File: config.mk
export PLATFORM = sky130hd
export DESIGN_NAME = gemm_layer_sched
export DESIGN_NICKNAME = d
export VERILOG_FILES = /design/src/rtl/gemm_layer_sched_pkg.sv /design/src/rtl/gemm_layer_sched_out_writeback.sv /design/src/rtl/gemm_layer_sched.sv
export SDC_FILE = /design/constraint.sdc
export NUM_CORES = 1
export LEC_CHECK = 0
export ABC_AREA = 1
export CORE_ASPECT_RATIO = 2
export CORE_MARGIN = 4
export CORE_UTILIZATION = 35
export DETAILED_ROUTE_END_ITERATION = 6
export PLACE_DENSITY = 0.67
export SYNTH_ARGS = -nofsm -noshare
export SYNTH_HDL_FRONTEND = slang
export SYNTH_HIERARCHICAL = 1
export SYNTH_SLANG_ARGS = --single-unit
File: constraint.sdc
create_clock -name clk -period 1.8 [get_ports clk]
set_input_delay 0.36 -clock clk [delete_from_list [all_inputs] [get_ports clk]]
set_output_delay 0.36 -clock clk [all_outputs]
set_load 0.02 [all_outputs]
File: src/rtl/gemm_layer_sched_pkg.sv
// Shared definitions for the NPU layer scheduler: FSM states, defaults and
// the lane-count to byte-enable helper.
package npu_sched_pkg;

  typedef enum logic [2:0] {
    ST_IDLE  = 3'd0,
    ST_LOAD  = 3'd1,
    ST_RUN   = 3'd2,
    ST_DONE  = 3'd3,
    ST_FLUSH = 3'd4
  } sched_state_e;

  localparam int unsigned TIMEOUT_DEFAULT      = 4096;
  localparam int unsigned FLUSH_CYCLES_DEFAULT = 16;
  localparam int unsigned LANES_PER_BEAT       = 8;
  localparam int unsigned GROUP_WIDTH          = 3;

  // A group count of zero means a full beat; otherwise the low 'groups'
  // lanes are valid.
  function automatic logic [LANES_PER_BEAT-1:0] lanes_to_be(
    input logic [GROUP_WIDTH-1:0] groups
  );
    logic [LANES_PER_BEAT-1:0] be;
    int unsigned               lanes;
    lanes = (groups == '0) ? LANES_PER_BEAT : 32'(groups);
    be    = '0;
    for (int unsigned k = 0; k < LANES_PER_BEAT; k++) begin
      be[k] = (k < lanes);
    end
    return be;
  endfunction

endpackage

File: src/rtl/gemm_layer_sched_out_writeback.sv
// Output write-back: beat/address counter, byte-enable generation and the
// registered SRAM write port.
module out_writeback
  import npu_sched_pkg::*;
#(
  parameter int unsigned MAX_ADDR_WIDTH = 18,
  parameter int unsigned DATA_WIDTH     = 8,
  parameter int unsigned NUM_LANES      = 8
) (
  input  logic                            clk,
  input  logic                            rst,
  input  logic                            i_clear,
  input  logic [MAX_ADDR_WIDTH-1:0]       i_base,
  input  logic                            i_fire,
  input  logic [DATA_WIDTH*NUM_LANES-1:0] i_data,
  input  logic [GROUP_WIDTH-1:0]          i_groups,
  output logic [MAX_ADDR_WIDTH-1:0]       o_beat_cnt,
  output logic                            o_wr_en,
  output logic [MAX_ADDR_WIDTH-1:0]       o_wr_addr,
  output logic [DATA_WIDTH*NUM_LANES-1:0] o_wr_data,
  output logic [NUM_LANES-1:0]            o_wr_be
);

  logic [MAX_ADDR_WIDTH-1:0]       r_beat_cnt;
  logic                            r_wr_en;
  logic [MAX_ADDR_WIDTH-1:0]       r_wr_addr;
  logic [DATA_WIDTH*NUM_LANES-1:0] r_wr_data;
  logic [NUM_LANES-1:0]            r_wr_be;

  logic [MAX_ADDR_WIDTH-1:0]       w_addr;
  logic [NUM_LANES-1:0]            w_be;

  // Address wraps naturally at the counter width.
  assign w_addr = i_base + r_beat_cnt;
  assign w_be   = lanes_to_be(i_groups);

  // Beat counter: cleared per command, advanced once per accepted beat.
  always_ff @(posedge clk or negedge rst) begin
    if (!rst) begin
      r_beat_cnt <= '0;
    end else if (i_clear) begin
      r_beat_cnt <= '0;
    end else if (i_fire) begin
      r_beat_cnt <= r_beat_cnt + 1'b1;
    end
  end

  // Write register: one-cycle strobe, payload held between writes.
  always_ff @(posedge clk or negedge rst) begin
    if (!rst) begin
      r_wr_en   <= 1'b0;
      r_wr_addr <= '0;
      r_wr_data <= '0;
      r_wr_be   <= '0;
    end else begin
      r_wr_en <= i_fire;
      if (i_fire) begin
        r_wr_addr <= w_addr;
        r_wr_data <= i_data;
        r_wr_be   <= w_be;
      end
    end
  end

  assign o_beat_cnt = r_beat_cnt;
  assign o_wr_en    = r_wr_en;
  assign o_wr_addr  = r_wr_addr;
  assign o_wr_data  = r_wr_data;
  assign o_wr_be    = r_wr_be;

endmodule

File: src/rtl/gemm_layer_sched.sv
// Layer scheduler in front of the GEMM datapath: command latch, layer FSM,
// stall watchdog and abort flush, with beat write-back delegated to
// out_writeback.
module gemm_layer_sched
  import npu_sched_pkg::*;
#(
  parameter int unsigned ADDR_WIDTH     = 13,
  parameter int unsigned MAX_ADDR_WIDTH = 18,
  parameter int unsigned DATA_WIDTH     = 8,
  parameter int unsigned NUM_LANES      = 8,
  parameter int unsigned TIMEOUT        = TIMEOUT_DEFAULT,
  parameter int unsigned FLUSH_CYCLES   = FLUSH_CYCLES_DEFAULT
) (
  input  logic                            clk,
  input  logic                            rst,
  // command
  input  logic                            cmd_valid,
  output logic                            cmd_ready,
  input  logic [ADDR_WIDTH-1:0]           cmd_img_row,
  input  logic [ADDR_WIDTH-1:0]           cmd_img_col,
  input  logic [ADDR_WIDTH-1:0]           cmd_ker_row,
  input  logic [ADDR_WIDTH-1:0]           cmd_ker_col,
  input  logic [ADDR_WIDTH-1:0]           cmd_in_ch,
  input  logic [ADDR_WIDTH-1:0]           cmd_out_ch,
  input  logic [3:0]                      cmd_stride_h,
  input  logic [3:0]                      cmd_stride_w,
  input  logic                            cmd_padding,
  input  logic [31:0]                     cmd_qmult,
  input  logic signed [31:0]              cmd_shift,
  input  logic [MAX_ADDR_WIDTH-1:0]       cmd_out_base,
  input  logic [MAX_ADDR_WIDTH-1:0]       cmd_out_beats,
  // configuration to GEMM
  output logic [ADDR_WIDTH-1:0]           cfg_img_row,
  output logic [ADDR_WIDTH-1:0]           cfg_img_col,
  output logic [ADDR_WIDTH-1:0]           cfg_ker_row,
  output logic [ADDR_WIDTH-1:0]           cfg_ker_col,
  output logic [ADDR_WIDTH-1:0]           cfg_in_ch,
  output logic [ADDR_WIDTH-1:0]           cfg_out_ch,
  output logic [3:0]                      cfg_stride_h,
  output logic [3:0]                      cfg_stride_w,
  output logic                            cfg_padding,
  output logic [31:0]                     cfg_qmult,
  output logic signed [31:0]              cfg_shift,
  output logic                            conv_en_o,
  // returns from GEMM
  input  logic                            rq_valid_i,
  input  logic [DATA_WIDTH*NUM_LANES-1:0] rq_data_i,
  input  logic [GROUP_WIDTH-1:0]          rq_groups_i,
  // output SRAM write port
  output logic                            wr_en,
  output logic [MAX_ADDR_WIDTH-1:0]       wr_addr,
  output logic [DATA_WIDTH*NUM_LANES-1:0] wr_data,
  output logic [NUM_LANES-1:0]            wr_be,
  // control / status
  input  logic                            abort_i,
  output logic                            busy,
  output logic                            done,
  output logic                            err
);

  localparam int unsigned WD_W = $clog2(TIMEOUT + 1);
  localparam int unsigned FL_W = $clog2(FLUSH_CYCLES + 1);

  sched_state_e r_state, w_next_state;

  logic [MAX_ADDR_WIDTH-1:0] r_out_base;
  logic [MAX_ADDR_WIDTH-1:0] r_out_beats;
  logic [WD_W-1:0]           r_wdog;
  logic [FL_W-1:0]           r_flush_cnt;
  logic                      r_err;

  logic [MAX_ADDR_WIDTH-1:0] w_beat_cnt;
  logic                      w_accept;
  logic                      w_fire;
  logic                      w_last;
  logic                      w_timeout;
  logic                      w_stray;

  assign w_accept  = (r_state == ST_IDLE) && cmd_valid;
  // Abort takes precedence over any beat in the same cycle.
  assign w_fire    = (r_state == ST_RUN) && rq_valid_i && !abort_i;
  assign w_last    = w_fire && (w_beat_cnt == (r_out_beats - 1'b1));
  assign w_timeout = (r_state == ST_RUN) && !abort_i && !rq_valid_i &&
                     (r_wdog == WD_W'(TIMEOUT - 1));
  assign w_stray   = (r_state == ST_IDLE) && rq_valid_i;

  // State register.
  always_ff @(posedge clk or negedge rst) begin
    if (!rst) begin
      r_state <= ST_IDLE;
    end else begin
      r_state <= w_next_state;
    end
  end

  // Next-state and state-decoded outputs.
  always_comb begin
    w_next_state = r_state;
    cmd_ready    = 1'b0;
    busy         = 1'b1;
    done         = 1'b0;
    conv_en_o    = 1'b0;
    case (r_state)
      ST_IDLE: begin
        cmd_ready = 1'b1;
        busy      = 1'b0;
        if (cmd_valid) w_next_state = ST_LOAD;
      end
      ST_LOAD: begin
        if (abort_i)                 w_next_state = ST_FLUSH;
        else if (r_out_beats == '0)  w_next_state = ST_DONE;
        else                         w_next_state = ST_RUN;
      end
      ST_RUN: begin
        conv_en_o = 1'b1;
        if (abort_i)        w_next_state = ST_FLUSH;
        else if (w_last)    w_next_state = ST_DONE;
        else if (w_timeout) w_next_state = ST_FLUSH;
      end
      ST_DONE: begin
        done         = 1'b1;
        w_next_state = ST_IDLE;
      end
      ST_FLUSH: begin
        if (r_flush_cnt == FL_W'(FLUSH_CYCLES - 1)) w_next_state = ST_IDLE;
      end
      default: w_next_state = ST_IDLE;
    endcase
  end

  // Command latch: configuration held stable until the next accepted command.
  always_ff @(posedge clk or negedge rst) begin
    if (!rst) begin
      cfg_img_row  <= '0;
      cfg_img_col  <= '0;
      cfg_ker_row  <= '0;
      cfg_ker_col  <= '0;
      cfg_in_ch    <= '0;
      cfg_out_ch   <= '0;
      cfg_stride_h <= '0;
      cfg_stride_w <= '0;
      cfg_padding  <= 1'b0;
      cfg_qmult    <= '0;
      cfg_shift    <= '0;
      r_out_base   <= '0;
      r_out_beats  <= '0;
    end else if (w_accept) begin
      cfg_img_row  <= cmd_img_row;
      cfg_img_col  <= cmd_img_col;
      cfg_ker_row  <= cmd_ker_row;
      cfg_ker_col  <= cmd_ker_col;
      cfg_in_ch    <= cmd_in_ch;
      cfg_out_ch   <= cmd_out_ch;
      cfg_stride_h <= cmd_stride_h;
      cfg_stride_w <= cmd_stride_w;
      cfg_padding  <= cmd_padding;
      cfg_qmult    <= cmd_qmult;
      cfg_shift    <= cmd_shift;
      r_out_base   <= cmd_out_base;
      r_out_beats  <= cmd_out_beats;
    end
  end

  // Watchdog: counts RUN cycles since the last beat.
  always_ff @(posedge clk or negedge rst) begin
    if (!rst) begin
      r_wdog <= '0;
    end else if (w_accept) begin
      r_wdog <= '0;
    end else if (r_state == ST_RUN) begin
      if (rq_valid_i) r_wdog <= '0;
      else            r_wdog <= r_wdog + 1'b1;
    end
  end

  // Flush timer: runs only while in FLUSH.
  always_ff @(posedge clk or negedge rst) begin
    if (!rst) begin
      r_flush_cnt <= '0;
    end else if (r_state == ST_FLUSH) begin
      r_flush_cnt <= r_flush_cnt + 1'b1;
    end else begin
      r_flush_cnt <= '0;
    end
  end

  // Sticky error: stray beat in IDLE or watchdog expiry; new command clears.
  always_ff @(posedge clk or negedge rst) begin
    if (!rst) begin
      r_err <= 1'b0;
    end else if (w_accept) begin
      r_err <= 1'b0;
    end else if (w_stray || w_timeout) begin
      r_err <= 1'b1;
    end
  end

  assign err = r_err;

  out_writeback #(
    .MAX_ADDR_WIDTH (MAX_ADDR_WIDTH),
    .DATA_WIDTH     (DATA_WIDTH),
    .NUM_LANES      (NUM_LANES)
  ) u_out_writeback (
    .clk        (clk),
    .rst        (rst),
    .i_clear    (w_accept),
    .i_base     (r_out_base),
    .i_fire     (w_fire),
    .i_data     (rq_data_i),
    .i_groups   (rq_groups_i),
    .o_beat_cnt (w_beat_cnt),
    .o_wr_en    (wr_en),
    .o_wr_addr  (wr_addr),
    .o_wr_data  (wr_data),
    .o_wr_be    (wr_be)
  );

endmodule

==> out/qor.yml <==
critical_path:
  crit_path_end_kind: "register"
  launching_element_type_of_the_critical_path: "register"
  critical_path_arrival_ps: 2450
  worstRegToRegCells: 15
  reg2reg_slack_ps: -150
  critical_path_class: "register to register"
  worstPathRequired_ps: 2300
  critPathMaxFanout: 6
yosys:
  synth.lib_cells_used.distinct: 39
  synth_common_cells: "nand2_1, dfrtp_1, inv_1"
  synth_area_leaders: "dfrtp_1, nand2_1, inv_1"
  dominantRegCellSynth: "dfrtp_1"
  synth.ff_latch_count: 318
  syn_area_um2: 14300
  synth_most_common_cell: "nand2_1"
  synthesis.instances: 1795
  synth_area_per_cell_um2: 7.98
  synth_nets: 2077
  part_of_the_yosys_area_used_for_sequential_elements_pct: 55.6
  yosysTopAreaCellShare_pct: 55.6
  synth_enable_flop_cells: 0
  asyncSetResetFlopFracSynth_pct: 100
  synth.yosys.warnings: 6
  synth_top_cell_by_area: "dfrtp_1"
route:
  wl_met1_um: 18700
  antenna_violating_nets_post_route: 0
  drcViolationCount: 0
  detailroute.via_count: 14100
  wl_met2_um: 29500
  via_per_inst: 4.73
  final_wirelength_um: 54000
  topRoutingLayerUsed: "met4"
  detail_route.wl_per_cell_um: 18.1
  first_iter_violations: 641
  firstDrtPassIters: 6
  wl_met3_um: 3260
place:
  port_buffers: 505
  place_congestion: 0.923
  detailedPlacementHpwl_um: 39600
timing:
  max_clock_freq_mhz: 512
  finalCritPeriodShare_pct: 109
  timing.final.ws_setup_ps: -153
  rsz0062_at_grt: "yes"
  finalSetupTns_ps: -547
  period_minus_slack_ps: 1950
  setup-violations-final: 11
  slew_headroom_pct: 75.8
  number_of_hold_slack_violations_in_the_final_timing_report: 0
  fin_worst_skew_ps: 18.4
  whs_ps: 271
  timing.final.max_slew_violations: 0
  tightest_slew_ps: 360
run_status:
  violations: "setup timing"
  run_status: "complete, but fails checks"
grt:
  wire_length_of_the_first_global_routing_pass_um: 80800
  vias_in_the_first_global_route: 14700
  global_route.usage.total_pct: 23.2
  antenna_found_initial: 6
  global_route_congestion_overflow_total: 0
  grt_max_degree: 62
pwr:
  static-leakage-power_nw: 12.0
  internal_power_w: 0.0203
  total_switching_power_w: 0.0150
  p_per_area_nw_per_um2: 1550
  clock_power_share_pct: 18.8
  power.sequential.fraction_pct: 33.7
  comb_power_share_pct: 47.5
  netSwitchingFraction_pct: 42.4
  ir_drop_uv: 1130
cts:
  cts.sink_count: 318
  insertion_delay_ps: 570
  clock_tree.buffer_depth: 3
  clkTransAtPathRegs_ps: 70
  root_buffer: "clkbuf_16"
  cts_htree_levels: 1
  cts_made_buffers: 31
  tritoncts_clock_tree: "built"
final_layout:
  final_net_count: 2706
  area.growth.synth_to_final_pct: 58.9
  drive_above_1_share_pct: 14.7
hold_path:
  timing.hold.worst.class: "primary input to asynchronous set/reset pin"
flow_run:
  max_cap_violations: 0
die:
  die_height_um: 294
  die_area_um2: 44400
  floorplan.initialDensity_pct: 35.5
  io_pins: 506
  core_region_area_um2: 40300
  die_x_um: 151
  floorplan.rows: 104
[flip-flops by register name (all words and copies together), names as in the netlist, 3 cells and up]
name                        cells
cfg_ker_col                    13
cfg_in_ch                      13
cfg_img_col                    13
cfg_ker_row                    13
r_out_beats                    18
r_flush_cnt                     5
r_wdog                         13
u_out_writeback/o_beat_cnt     18
cfg_stride_h                    4
cfg_img_row                    13
cfg_shift                      32
u_out_writeback/o_wr_be         8
cfg_out_ch                     13
cfg_stride_w                    4
r_out_base                     18
cfg_qmult                      32
u_out_writeback/o_wr_addr      18
r_state                         3
u_out_writeback/o_wr_data      64
[power groups by stage]
stage                     registers [W]  clock network (W)  logic, W
after detailed placement         0.0119                  0    0.0176
after global routing             0.0122            0.00708    0.0182
after floorplan                  0.0147                  0   0.00549
after CTS                        0.0118            0.00683    0.0164
after global placement           0.0118                  0    0.0174
final                            0.0119            0.00663    0.0168
[final cells by class]
cell class / instances / area, µm²
Tap cell: 530 / 663
Antenna cell: 4 / 10.0
Clock buffer: 43 / 891
Multi-Input combinational cell: 1302 / 6240
Inverter: 113 / 457
Sequential cell: 318 / 7960
Timing Repair Buffer: 658 / 6400
Fill cell: 3693 / 17600
Clock inverter: 14 / 134
[layer usage]
metal	vias up	track usage, %
met5	-	0
met4	0	10.3
li1	6816	-
met3	124	4.87
met1	6665	24.6
met2	512	43.1
[logic make-up after synthesis]
| family | after synthesis | share of synthesized area (%) |
|---|---|---|
| fa+ha+maj | 23 | 2.06 |
| buf+inv | 176 | 4.84 |
| flops | 318 | 55.6 |
| compound gates | 102 | 3.70 |
| simple gates | 1159 | 32.8 |
| xor+xnor | 17 | 1.04 |
[layout by cell type, fill, tap and decap left out, types with 13 or more instances in the layout]
cell / Yosys / final
inv_1: 101 / 92
dlygate4sd2_1: 0 / 243
nand2_1: 941 / 921
clkdlybuf4s50_1: 0 / 257
o21ai_1: 4 / 13
buf_4: 1 / 109
nor3_1: 18 / 13
nor2_2: 12 / 15
buf_6: 0 / 18
clkbuf_16: 0 / 37
nand2_2: 9 / 20
nor2_4: 7 / 22
nand3_1: 63 / 51
nor2_1: 77 / 60
o21ai_0: 53 / 40
buf_12: 0 / 16
a21oi_1: 35 / 26
dfrtp_1: 318 / 313
inv_2: 11 / 13
[stage by stage]
step	std cells	util [%]	total power (W)	setup WS (ps)	cell area [µm²]
2_1_floorplan	1795	-	0.0202	-2.63	14300
3_3_place_gp	2883	51.8	0.0293	-416	20900
3_5_place_dp	2883	51.8	0.0295	-475	20900
4_1_cts	2957	54.6	0.0350	-155	22000
5_1_grt	2982	56.4	0.0375	-296	22800
6_report	2982	56.4	0.0353	-153	22800
[path summary, 6_finish.rpt]
| path | from | to |
|---|---|---|
| worst max-delay path | r_out_beats[1] | r_state[0] |
| worst min-delay path | rst | cfg_qmult[30] |
| worst max register to register | r_out_beats[1] | r_state[0] |
| worst min register to register | r_flush_cnt[0] | r_flush_cnt[0] |
| max in group asynchronous | rst | u_out_writeback/o_wr_data[52] |
| min in group clk | cmd_qmult[3] | cfg_qmult[3] |
[timing repair]
action | CTS | global route
gates resized for setup | 321 | 116
endpoints found under the setup margin | 319 | 64
hold endpoints to repair | 60 | 0
pin swaps | 18 | 30
hold buffers | 1 | 0
buffers inserted | 14 | 17
gates cloned | 2 | 6
[worst max-delay path, stage by stage (launching register included)]
cell and delay [ps]:
dfrtp_1 400, inv_2 100, ha_4 160, nand2_4 100
nor2_8 150, nand2_1 90, nand2_2 70, nand2_1 40
nand2_1 50, nand2_1 50, nor2_1 110, nand3_2 140
nor2_4 170, nor2_2 50, nor2_2 80, nor2b_1 130
Power figures use the tool's default switching activity.
